[src/rtl/mix_columns_seq_if.sv]
// Handshake bundle for the MixColumns engine: input state channel and result channel.
interface mix_columns_seq_if;
   logic         in_valid;
   logic         in_ready;
   logic         in_inv;
   logic [127:0] in_state;
   logic         out_valid;
   logic         out_ready;
   logic [127:0] out_state;

   modport slave (
      input  in_valid, in_inv, in_state, out_ready,
      output in_ready, out_valid, out_state
   );

   modport master (
      output in_valid, in_inv, in_state, out_ready,
      input  in_ready, out_valid, out_state
   );
endinterface

[src/rtl/mix_columns_seq.sv]
// Sequential AES MixColumns / InvMixColumns: COLS_PER_CYCLE columns per BUSY cycle,
// result held in a dedicated output register until the consumer takes it.
module mix_columns_seq #(
   parameter int COLS_PER_CYCLE = 1
) (
   input  logic               clk,
   input  logic               rst_n,
   mix_columns_seq_if.slave   bus,
   output logic               busy
);

   generate
      if (!(COLS_PER_CYCLE == 1 || COLS_PER_CYCLE == 2 || COLS_PER_CYCLE == 4)) begin : g_bad_cfg
         $error("mix_columns_seq: COLS_PER_CYCLE must be 1, 2 or 4");
      end
   endgenerate

   localparam logic [1:0] COL_STEP = 2'(COLS_PER_CYCLE);
   localparam logic [1:0] LAST_COL = 2'(4 - COLS_PER_CYCLE);

   typedef enum logic [1:0] {
      ST_IDLE = 2'd0,
      ST_BUSY = 2'd1,
      ST_DONE = 2'd2
   } state_e;

   state_e         state_q, state_d;
   logic [1:0]     col_q, col_d;
   logic           inv_q, inv_d;
   logic [127:0]   work_q, work_d;
   logic [127:0]   out_q, out_d;
   logic           out_valid_q, out_valid_d;
   logic [1:0]     idx_s;
   logic [6:0]     base_s;

   function automatic logic [7:0] xtime(input logic [7:0] x);
      return {x[6:0], 1'b0} ^ (x[7] ? 8'h1B : 8'h00);
   endfunction

   // One column through the forward or inverse circulant matrix; a0 is the top byte.
   function automatic logic [31:0] mix_col(input logic [31:0] col, input logic inv);
      logic [7:0] a [4];
      logic [7:0] m2 [4];
      logic [7:0] m3 [4];
      logic [7:0] m9 [4];
      logic [7:0] mb [4];
      logic [7:0] md [4];
      logic [7:0] me [4];
      logic [7:0] x4;
      logic [7:0] x8;
      for (int i = 0; i < 4; i++) begin
         a[i]  = col[31-8*i -: 8];
         m2[i] = xtime(a[i]);
         m3[i] = m2[i] ^ a[i];
         x4    = xtime(m2[i]);
         x8    = xtime(x4);
         m9[i] = x8 ^ a[i];
         mb[i] = x8 ^ m2[i] ^ a[i];
         md[i] = x8 ^ x4 ^ a[i];
         me[i] = x8 ^ x4 ^ m2[i];
      end
      if (inv) begin
         return {me[0] ^ mb[1] ^ md[2] ^ m9[3],
                 m9[0] ^ me[1] ^ mb[2] ^ md[3],
                 md[0] ^ m9[1] ^ me[2] ^ mb[3],
                 mb[0] ^ md[1] ^ m9[2] ^ me[3]};
      end else begin
         return {m2[0] ^ m3[1] ^ a[2]  ^ a[3],
                 a[0]  ^ m2[1] ^ m3[2] ^ a[3],
                 a[0]  ^ a[1]  ^ m2[2] ^ m3[3],
                 m3[0] ^ a[1]  ^ a[2]  ^ m2[3]};
      end
   endfunction

   // Next-state logic: accept in IDLE, transform columns in BUSY, hold result in DONE.
   always_comb begin
      state_d     = state_q;
      col_d       = col_q;
      inv_d       = inv_q;
      work_d      = work_q;
      out_d       = out_q;
      out_valid_d = out_valid_q;
      idx_s       = 2'd0;
      base_s      = 7'd0;
      case (state_q)
         ST_IDLE: begin
            if (bus.in_valid) begin
               work_d  = bus.in_state;
               inv_d   = bus.in_inv;
               col_d   = 2'd0;
               state_d = ST_BUSY;
            end else begin
               state_d = ST_IDLE;
            end
         end
         ST_BUSY: begin
            for (int j = 0; j < COLS_PER_CYCLE; j++) begin
               idx_s  = col_q + 2'(j);
               base_s = 7'd96 - {idx_s, 5'd0};
               work_d[base_s +: 32] = mix_col(work_q[base_s +: 32], inv_q);
            end
            col_d = col_q + COL_STEP;
            if (col_q == LAST_COL) begin
               out_d       = work_d;
               out_valid_d = 1'b1;
               state_d     = ST_DONE;
            end else begin
               state_d = ST_BUSY;
            end
         end
         ST_DONE: begin
            if (bus.out_ready) begin
               out_valid_d = 1'b0;
               state_d     = ST_IDLE;
            end else begin
               state_d = ST_DONE;
            end
         end
         default: begin
            state_d     = ST_IDLE;
            out_valid_d = 1'b0;
         end
      endcase
   end

   // State and datapath registers; reset clears mode, working and output registers.
   always_ff @(posedge clk or negedge rst_n) begin
      if (!rst_n) begin
         state_q     <= ST_IDLE;
         col_q       <= 2'd0;
         inv_q       <= 1'b0;
         work_q      <= 128'd0;
         out_q       <= 128'd0;
         out_valid_q <= 1'b0;
      end else begin
         state_q     <= state_d;
         col_q       <= col_d;
         inv_q       <= inv_d;
         work_q      <= work_d;
         out_q       <= out_d;
         out_valid_q <= out_valid_d;
      end
   end

   assign bus.in_ready  = (state_q == ST_IDLE);
   assign bus.out_valid = out_valid_q;
   assign bus.out_state = out_q;
   assign busy          = (state_q != ST_IDLE);

endmodule

[src/flat_wrapper.sv]
// flat-port wrapper written by rule: the top's interface ports become plain ports
module mix_columns_seq_flat 
#(
   parameter int COLS_PER_CYCLE = 1
)
  (clk, rst_n, busy, bus_in_valid, bus_in_inv, bus_in_state, bus_out_ready, bus_in_ready, bus_out_valid, bus_out_state);
  mix_columns_seq_if bus_i ();
  input  logic clk;
  input  logic rst_n;
  output logic busy;
  input wire logic [$bits(bus_i.in_valid)-1:0] bus_in_valid;
  input wire logic [$bits(bus_i.in_inv)-1:0] bus_in_inv;
  input wire logic [$bits(bus_i.in_state)-1:0] bus_in_state;
  input wire logic [$bits(bus_i.out_ready)-1:0] bus_out_ready;
  output wire logic [$bits(bus_i.in_ready)-1:0] bus_in_ready;
  output wire logic [$bits(bus_i.out_valid)-1:0] bus_out_valid;
  output wire logic [$bits(bus_i.out_state)-1:0] bus_out_state;
  assign bus_i.in_valid = bus_in_valid;
  assign bus_i.in_inv = bus_in_inv;
  assign bus_i.in_state = bus_in_state;
  assign bus_i.out_ready = bus_out_ready;
  assign bus_in_ready = bus_i.in_ready;
  assign bus_out_valid = bus_i.out_valid;
  assign bus_out_state = bus_i.out_state;
  mix_columns_seq #(.COLS_PER_CYCLE(COLS_PER_CYCLE)) u_core (.clk(clk), .rst_n(rst_n), .bus(bus_i), .busy(busy));
endmodule
[config.mk]
export PLATFORM = sky130hd
export DESIGN_NAME = mix_columns_seq_flat
export DESIGN_NICKNAME = d
export VERILOG_FILES = /design/src/rtl/mix_columns_seq_if.sv /design/src/rtl/mix_columns_seq.sv /design/src/flat_wrapper.sv
export SDC_FILE = /design/constraint.sdc
export NUM_CORES = 1
export LEC_CHECK = 0
export BUFFER_PORTS_ARGS = -buffer_cell sky130_fd_sc_hd__buf_2
export CORE_UTILIZATION = 50
export DETAILED_ROUTE_END_ITERATION = 12
export HOLD_SLACK_MARGIN = 0.1
export PLACE_DENSITY = 0.76
export SLEW_MARGIN = 20
export SYNTH_ARGS = -nofsm -noshare
export SYNTH_HDL_FRONTEND = slang
export SYNTH_SLANG_ARGS = --single-unit
[constraint.sdc]
create_clock -name clk -period 3.05 [get_ports clk]
set_input_delay 0.61 -clock clk [delete_from_list [all_inputs] [get_ports clk]]
set_output_delay 0.61 -clock clk [all_outputs]
set_load 0.005 [all_outputs]
==> metrics.md, run 1 <==
| Metric | Value |
|---|---|
| Status | finished, violations left |
| Violated checks | setup timing |
| Post-Syn Nets | about 1500 |
| Number of nets with antenna violations after routing | 0 |
| Reg2Reg Depth | 13 |
| Clk_lat worst skew | about 0.56 ns |
| Share of layout cells above drive strength 1 | between 40% and 50% |
| GR Overflow Total | 0 |
| Worst R2R Setup Slack | -0.44 ns |
| Unrepaired setup endpoints after global routing | true |
| CTS tree | done |
| CP max FO | 5 |
| Final wirelength | around 56000 microns |
| Post-synthesis area per instance | approximately 11 sq um |
| Synth top area share | between 40% and 50% |
| Worst Skew | ~0.012 ns |
| FF+latch count, synth | ~260 |
| Hpwl dp | about 37000 microns |
| Final Max Slew Viols | 0 |
| Register area share after synthesis | 46.07% |
| Global-route wire length before repair | 79700 microns |
| Worst slew margin | 20.44% |
| Hold Violations, Final | 0 |
| Core outline area | 27860 sq um |
| Worst Tran Pin Value | between 1 and 1.5 ns |
| DRT iter0 DRCs | 1880 |
| CP Data Required Time | 3.48 ns |
| Number of global-route vias before repair | 13140 |
| Slowest stage delay, CP | 0.55 ns |
| Root buf cell | clkbuf_16 |
| Hold/Removal Path Class | in -> async |
| Synthesized instance count | 1349 |
| Initial Util | 51.09% |
| Mapped Area | ~14000 sq um |
| Critical path data arrival time | between 3 and 4 ns |
| CTS H-tree depth | 1 |
| DR pass1 iterations | 9 |
| # IOs | roughly 260 |
| Die W | 170.7 microns |
| Setup TNS | -37.70 ns |
| Die area | just under 30000 sq um |
| CP Buf/Inv Count | 5 |
| ANT cells | 0 |
| Worst Setup End Kind | register |
| WL/cell | 25.59 microns |
| Worst Setup SP | u_core.col_q[0] |
| # DRC | 0 |
| Crit path to | u_core.bus.out_state[4] |
| Worst r2r dst | u_core.bus.out_state[4] |
| Fillers | 1821 |
| Vias/cell | 6.284 |
| F_max | roughly 290 MHz |
| Maxcap violations | 0 |
| Worst-path cell chain | buf_12, buf_12, buf_4, buf_8, mux4_2, xnor2_4, xnor2_4, xnor3_2, xnor2_2, nand2_2, xnor2_2, buf_6, a31oi_1 |
| Critical path type | reg -> reg |
| Reg clk slew, reported paths | about 0.06 ns |
| Setup crit start kind | register |
| Final GP Congestion | approximately 1.0 |
| Number of hold buffers added after CTS | 0 |
| Primary FF master, synth | dfrtp_1 |
| CP Depth | 13 |
| Yosys warning count | 0 |
| Final Cycle Share | 114.5% |
| Fin util | about 73% |
| Antenna violations before repair | 1 |
| Layout area overhead | 42.93% |
| Post-route setup slack | -0.4414 ns |
| CTS buffer count | 28 |
| Port buffer count | between 200 and 300 |
| Row count | between 60 and 70 |
| Number of synthesized flops with an enable pin | 0 |
| Slowest-stage cell, CP | mux4_2 |
| Fin crit period | roughly 3.5 ns |
| Via count | 13830 |
| Fraction of registers with async set/reset | 100.0% |
| Clock sink count | 262 |
| R2r startpoint | u_core.col_q[0] |
| Clk buf depth | 3 |
| Synth area leader | dfrtp_1 |
| Gr usage total | a little under two fifths |
| Setup-failing EPs final | 180 |
| Chip Height | approximately 170 microns |
| Crit path max-delay family | XOR/XNOR gates |
| Dominant cells by area after synthesis | dfrtp_1 (46%), xnor2_1 (6.4%), o21ai_0 (5.9%) |
| Largest net degree at the start of global routing | around 120 |
| Yosys cell types | 48 |
| Final net count | about 1900 |
## cells in the mapped netlist (2+ instances only)
library cell	count
a21oi_1	52
nand3b_1	21
xnor3_1	21
nand2_2	3
o21ai_1	20
inv_1	32
buf_2	8
nand2_1	184
xor2_2	2
and2_1	4
xnor2_2	16
dfrtp_1	262
nor2b_1	12
buf_6	10
nand2b_1	6
mux4_2	27
nor2_1	37
a31oi_1	12
nor3_1	5
xnor3_2	3
nand3_1	6
mux2i_1	6
a22oi_1	97
a222oi_1	26
buf_12	5
clkbuf_1	75
mux2_2	3
a2bb2oi_1	5
and3_1	35
buf_4	3
a211o_1	2
ha_1	5
buf_1	6
a221o_1	6
a221oi_1	4
mux4_1	5
xnor2_1	104
xor2_1	43
o21ai_0	167
## cell usage in the layout (no fill, tap or decap), types with 6 or more instances in the layout
master and count:
buf_2 262, dfrtp_1 261, buf_4 198, nand2_1 172, o21ai_1 99, a22oi_1 72
o21ai_0 56, xnor2_1 55, buf_6 49, a21oi_1 40, nor2_1 36, xnor2_2 34
and3_1 34, inv_1 32, mux4_2 32, xnor2_4 32, o21ai_2 32, clkbuf_16 29
a222oi_1 26, a22oi_2 25, xor2_1 23, nand3b_1 21, xnor3_1 16, buf_12 15
xor2_2 14, a31oi_1 12, nor2b_1 11, nand2_2 11, a21oi_2 9, xor2_4 8
xnor3_2 8, a221o_1 6, nand3_1 6, clkbuf_8 6, buf_8 6
## cell type report
cell class | count | area [sq um] | share of cell area, %
Multi-Input combinational cell | 947 | 8431 | 41.44
Sequential cell | 262 | 6558 | 32.24
Timing Repair Buffer | 531 | 3767 | 18.52
Clock buffer | 40 | 827.0 | 4.066
Tap cell | 378 | 473.0 | 2.325
Clock inverter | 11 | 166.4 | 0.8181
Inverter | 32 | 120.1 | 0.5905
## state kept, by name, indices dropped and copies added (netlist names)
signal,flops
u_core.work_q,128
u_core.bus.out_valid,1
u_core.col_q,2
u_core.state_q,2
u_core.inv_q,1
u_core.bus.out_state,128
## stage by stage
step / instance area (sq um) / hold slack, ns / setup slack, ns / std cells
global route: 20340 / 0.1433 / -0.4971 / 2201
finish: 20340 / 0.08136 / -0.4414 / 2201
floorplan: 14390 / 0.3144 / -0.05836 / 1349
global placement: 17190 / 0.4461 / -0.3164 / 2073
CTS: 19720 / 0.1031 / -0.2276 / 2174
detailed placement: 17190 / 0.4518 / -0.3230 / 2073
## cell families after synthesis
logic type	Yosys count	synth area share, %
flops	262	46.07
xor+xnor	191	15.29
buf+inv	140	4.985
simple gates	316	10.17
compound gates	393	17.09
mux	42	5.960
fa+ha+maj	5	0.4396
## how the worst min path moves through the flow
stage                                           end  cells after the start                 startpoint
after floorplan             u_core.bus.out_state[0]                      0                      rst_n
after global placement    u_core.bus.out_state[122]                      2  u_core.bus.out_state[122]
after detailed placement  u_core.bus.out_state[101]                      2  u_core.bus.out_state[101]
after CTS                  u_core.bus.out_state[98]                      1                      rst_n
after global routing       u_core.bus.out_state[98]                      1                      rst_n
final                            u_core.work_q[105]                      1                      rst_n
## layer usage
layer,vias up,part of all wire (%),track usage [%]
met4,2,6.9,20.41
li1,5691,-,-
met2,1144,45,56.20
met1,6746,37,49.54
met3,249,11,7.263
met5,-,0.023,0
## timing repair
item                                    CTS  global route
endpoints found under the hold margin     0             0
gates cloned                              2             0
endpoints found under the setup margin  180           185
setup buffers                            60            32
pin swaps                               122            80
gates resized for setup                 279            96
Power of run 1 is left out: the tool's default activity adds up to more than one toggle a clock period on the data nets, which glitch-free logic cannot reach.
==> inputs of run 2 (changes only) <==
--- a/config.mk
+++ b/config.mk
@@ -5,11 +5,11 @@
 export SDC_FILE = /design/constraint.sdc
 export NUM_CORES = 1
 export LEC_CHECK = 0
-export BUFFER_PORTS_ARGS = -buffer_cell sky130_fd_sc_hd__buf_2
 export CORE_UTILIZATION = 50
 export DETAILED_ROUTE_END_ITERATION = 12
+export DONT_BUFFER_PORTS = 1
 export HOLD_SLACK_MARGIN = 0.1
-export PLACE_DENSITY = 0.76
+export PLACE_DENSITY = 0.68
 export SLEW_MARGIN = 20
 export SYNTH_ARGS = -nofsm -noshare
 export SYNTH_HDL_FRONTEND = slang
==> run 2 against run 1 <==
Against the previous run:
- the run ends with hold timing, setup timing left
- maximum frequency grew 4.1%
- clock skew grew 0.0063 ns
- critical path depth shrank 3
==> metrics.md, run 2 (same netlist as run 1, synthesis figures left out) <==
| Metric | Value |
|---|---|
| M1 GR Usage | a little under half |
| CP max FO | 7 |
| Worst Setup End Kind | register |
| Hold/Removal Path Class | in -> async |
| Via count | 11840 |
| WL/cell | around 27 microns |
| Global-route wire length before repair | between 70000 and 80000 microns |
| Clk_lat worst skew | approximately 0.56 ns |
| M2 GR Usage | between 50% and 60% |
| Most used cell, CP | xnor2_2 |
| GR Util met3 | between 8 and 9% |
| Critical path type | reg -> reg |
| F_max | 298.3 MHz |
| Fin util | 66.39% |
| Final hold slack | -0.2483 ns |
| Setup crit start kind | register |
| CP Data Required Time | about 3.5 ns |
| Gr usage total | 34.60% |
| CTS H-tree depth | 1 |
| Commonest non-fill, non-tap cell in the layout | dfrtp_1 |
| Antenna violations before repair | 2 |
| Hold Violations, Final | approximately 260 |
| Reg2Reg Depth | 10 |
| Slowest-stage cell, CP | mux4_2 |
| Layout area overhead | 29.95% |
| Die W | approximately 170 microns |
| CTS buffer count | 28 |
| CP Depth | 10 |
| Maxcap violations | 0 |
| Worst-path cell chain | buf_12, buf_6, mux4_2, xnor2_2, xnor3_1, xnor2_2, nand2_4, xnor2_4, a222oi_1, inv_1 |
| Initial Util | about half |
| Reg clk slew, reported paths | approximately 0.070 ns |
| Final net count | around 1600 |
| GR Overflow Total | 0 |
| Fillers | slightly above 2000 |
| Clk buf depth | 3 |
| Die area | 29140 sq um |
| Share of layout cells above drive strength 1 | about 34% |
| Final Cycle Share | 109.9% |
| DRT iter0 DRCs | around 1500 |
| Post-route setup slack | -0.3026 ns |
| Final GP Congestion | between 0.9 and 1 |
| Fin crit period | 3.353 ns |
| Root buf cell | clkbuf_16 |
| Cell Area, Placed | between 15000 and 20000 sq um |
| Core outline area | 27860 sq um |
| Row count | 61 |
| Status | finished, violations left |
| Worst slew margin | between 30% and 40% |
| Most frequent cells in the layout | dfrtp_1 (260), buf_4 (185), nand2_1 (175) |
| Worst Tran Pin Value | roughly 1.0 ns |
| # IOs | roughly 260 |
| Pre-CTS setup slack | -0.5735 ns |
| Cell area after layout | approximately 18000 sq um |
| Top Usage Layer GRT | met2 |
| Crit path max-delay family | XOR/XNOR gates |
| Slowest stage delay, CP | around 0.64 ns |
| Setup-failing EPs final | ~150 |
| Vias/cell | between 6 and 7 |
| Port buffer count | 0 |
| Chip Height | around 170 microns |
| Hpwl dp | between 30000 and 40000 microns |
| Critical path data arrival time | between 3 and 4 ns |
| # DRC | 0 |
| Worst Skew | ~0.018 ns |
| Clock sink count | around 260 |
| Final Max Slew Viols | 0 |
| Unrepaired setup endpoints after global routing | true |
| Largest net degree at the start of global routing | between 200 and 300 |
| Number of nets with antenna violations after routing | 0 |
| Final wirelength | just over 50000 microns |
| CTS tree | done |
| Number of global-route vias before repair | 11570 |
| DR pass1 iterations | 6 |
| CP Buf/Inv Count | 3 |
| Violated checks | hold timing, setup timing |
==> run 2: changes by cell type in the layout (fill, tap and decap cells not counted), sizes merged <==
| cell | delta |
|---|---|
| diode | +3 |
| clkinv | +5 |
| clkbuf | -5 |
| clkinvlp | -1 |
| bufinv | -1 |
| buf | -294 |
| inv | +1 |
==> run 2: path summary, 6_finish.rpt <==
kind / start / to / slack (ns)
hold reg to reg: u_core.bus.out_state[117] / u_core.bus.out_state[117] / 0.49
max in group asynchronous: rst_n / u_core.work_q[49] / 3.00
hold / removal: rst_n / u_core.bus.out_valid / -0.25
min in group clk: bus_in_state[88] / u_core.work_q[88] / 0.17
setup / recovery: u_core.col_q[0] / u_core.work_q[126] / -0.30
setup reg to reg: u_core.col_q[0] / u_core.work_q[126] / -0.30
==> run 2: timing repair <==
item                                    in CTS  in global routing
buffers inserted                            35                 15
gates cloned                                 0                  0
resized for setup                          221                120
hold endpoints to repair                   262                262
pin swaps                                   81                 61
endpoints found under the setup margin     185                185
==> run 2: final cells by class <==
class	instances	area [sq um]	area share [%]
multi-input cells	947	8315	44.96
flip-flops and latches	262	6561	35.48
repair buffers	237	2091	11.30
clock buffers	35	757.0	4.093
well taps	378	473.0	2.557
clock inverters	15	170.2	0.9200
inverters	32	120.1	0.6494
diodes	3	7.507	0.04059
==> run 2: metal layers <==
layer	part of all wire, %	up-vias
li1	-	5109
met1	38	5876
met2	45	730
met3	11	128
met4	5.2	0
met5	0	-
==> run 2: worst register-to-register path: cells and delay by family (launching register included) <==
| kind | cells | cell delay (ns) |
|---|---|---|
| simple gates | 1 | 0.13 |
| flops | 1 | 0.51 |
| buf+inv | 3 | 0.37 |
| mux | 1 | 0.64 |
| xor+xnor | 4 | 1.20 |
| compound gates | 1 | 0.37 |
==> run 2: metrics by stage <==
step                      instances  setup TNS, ns
after floorplan                1349        -0.5796
after global placement         1819         -48.29
after detailed placement       1819         -51.23
after CTS                      1898         -17.74
after global routing           1908         -35.90
final                          1909         -23.26
Power of run 2 is left out for the same reason.
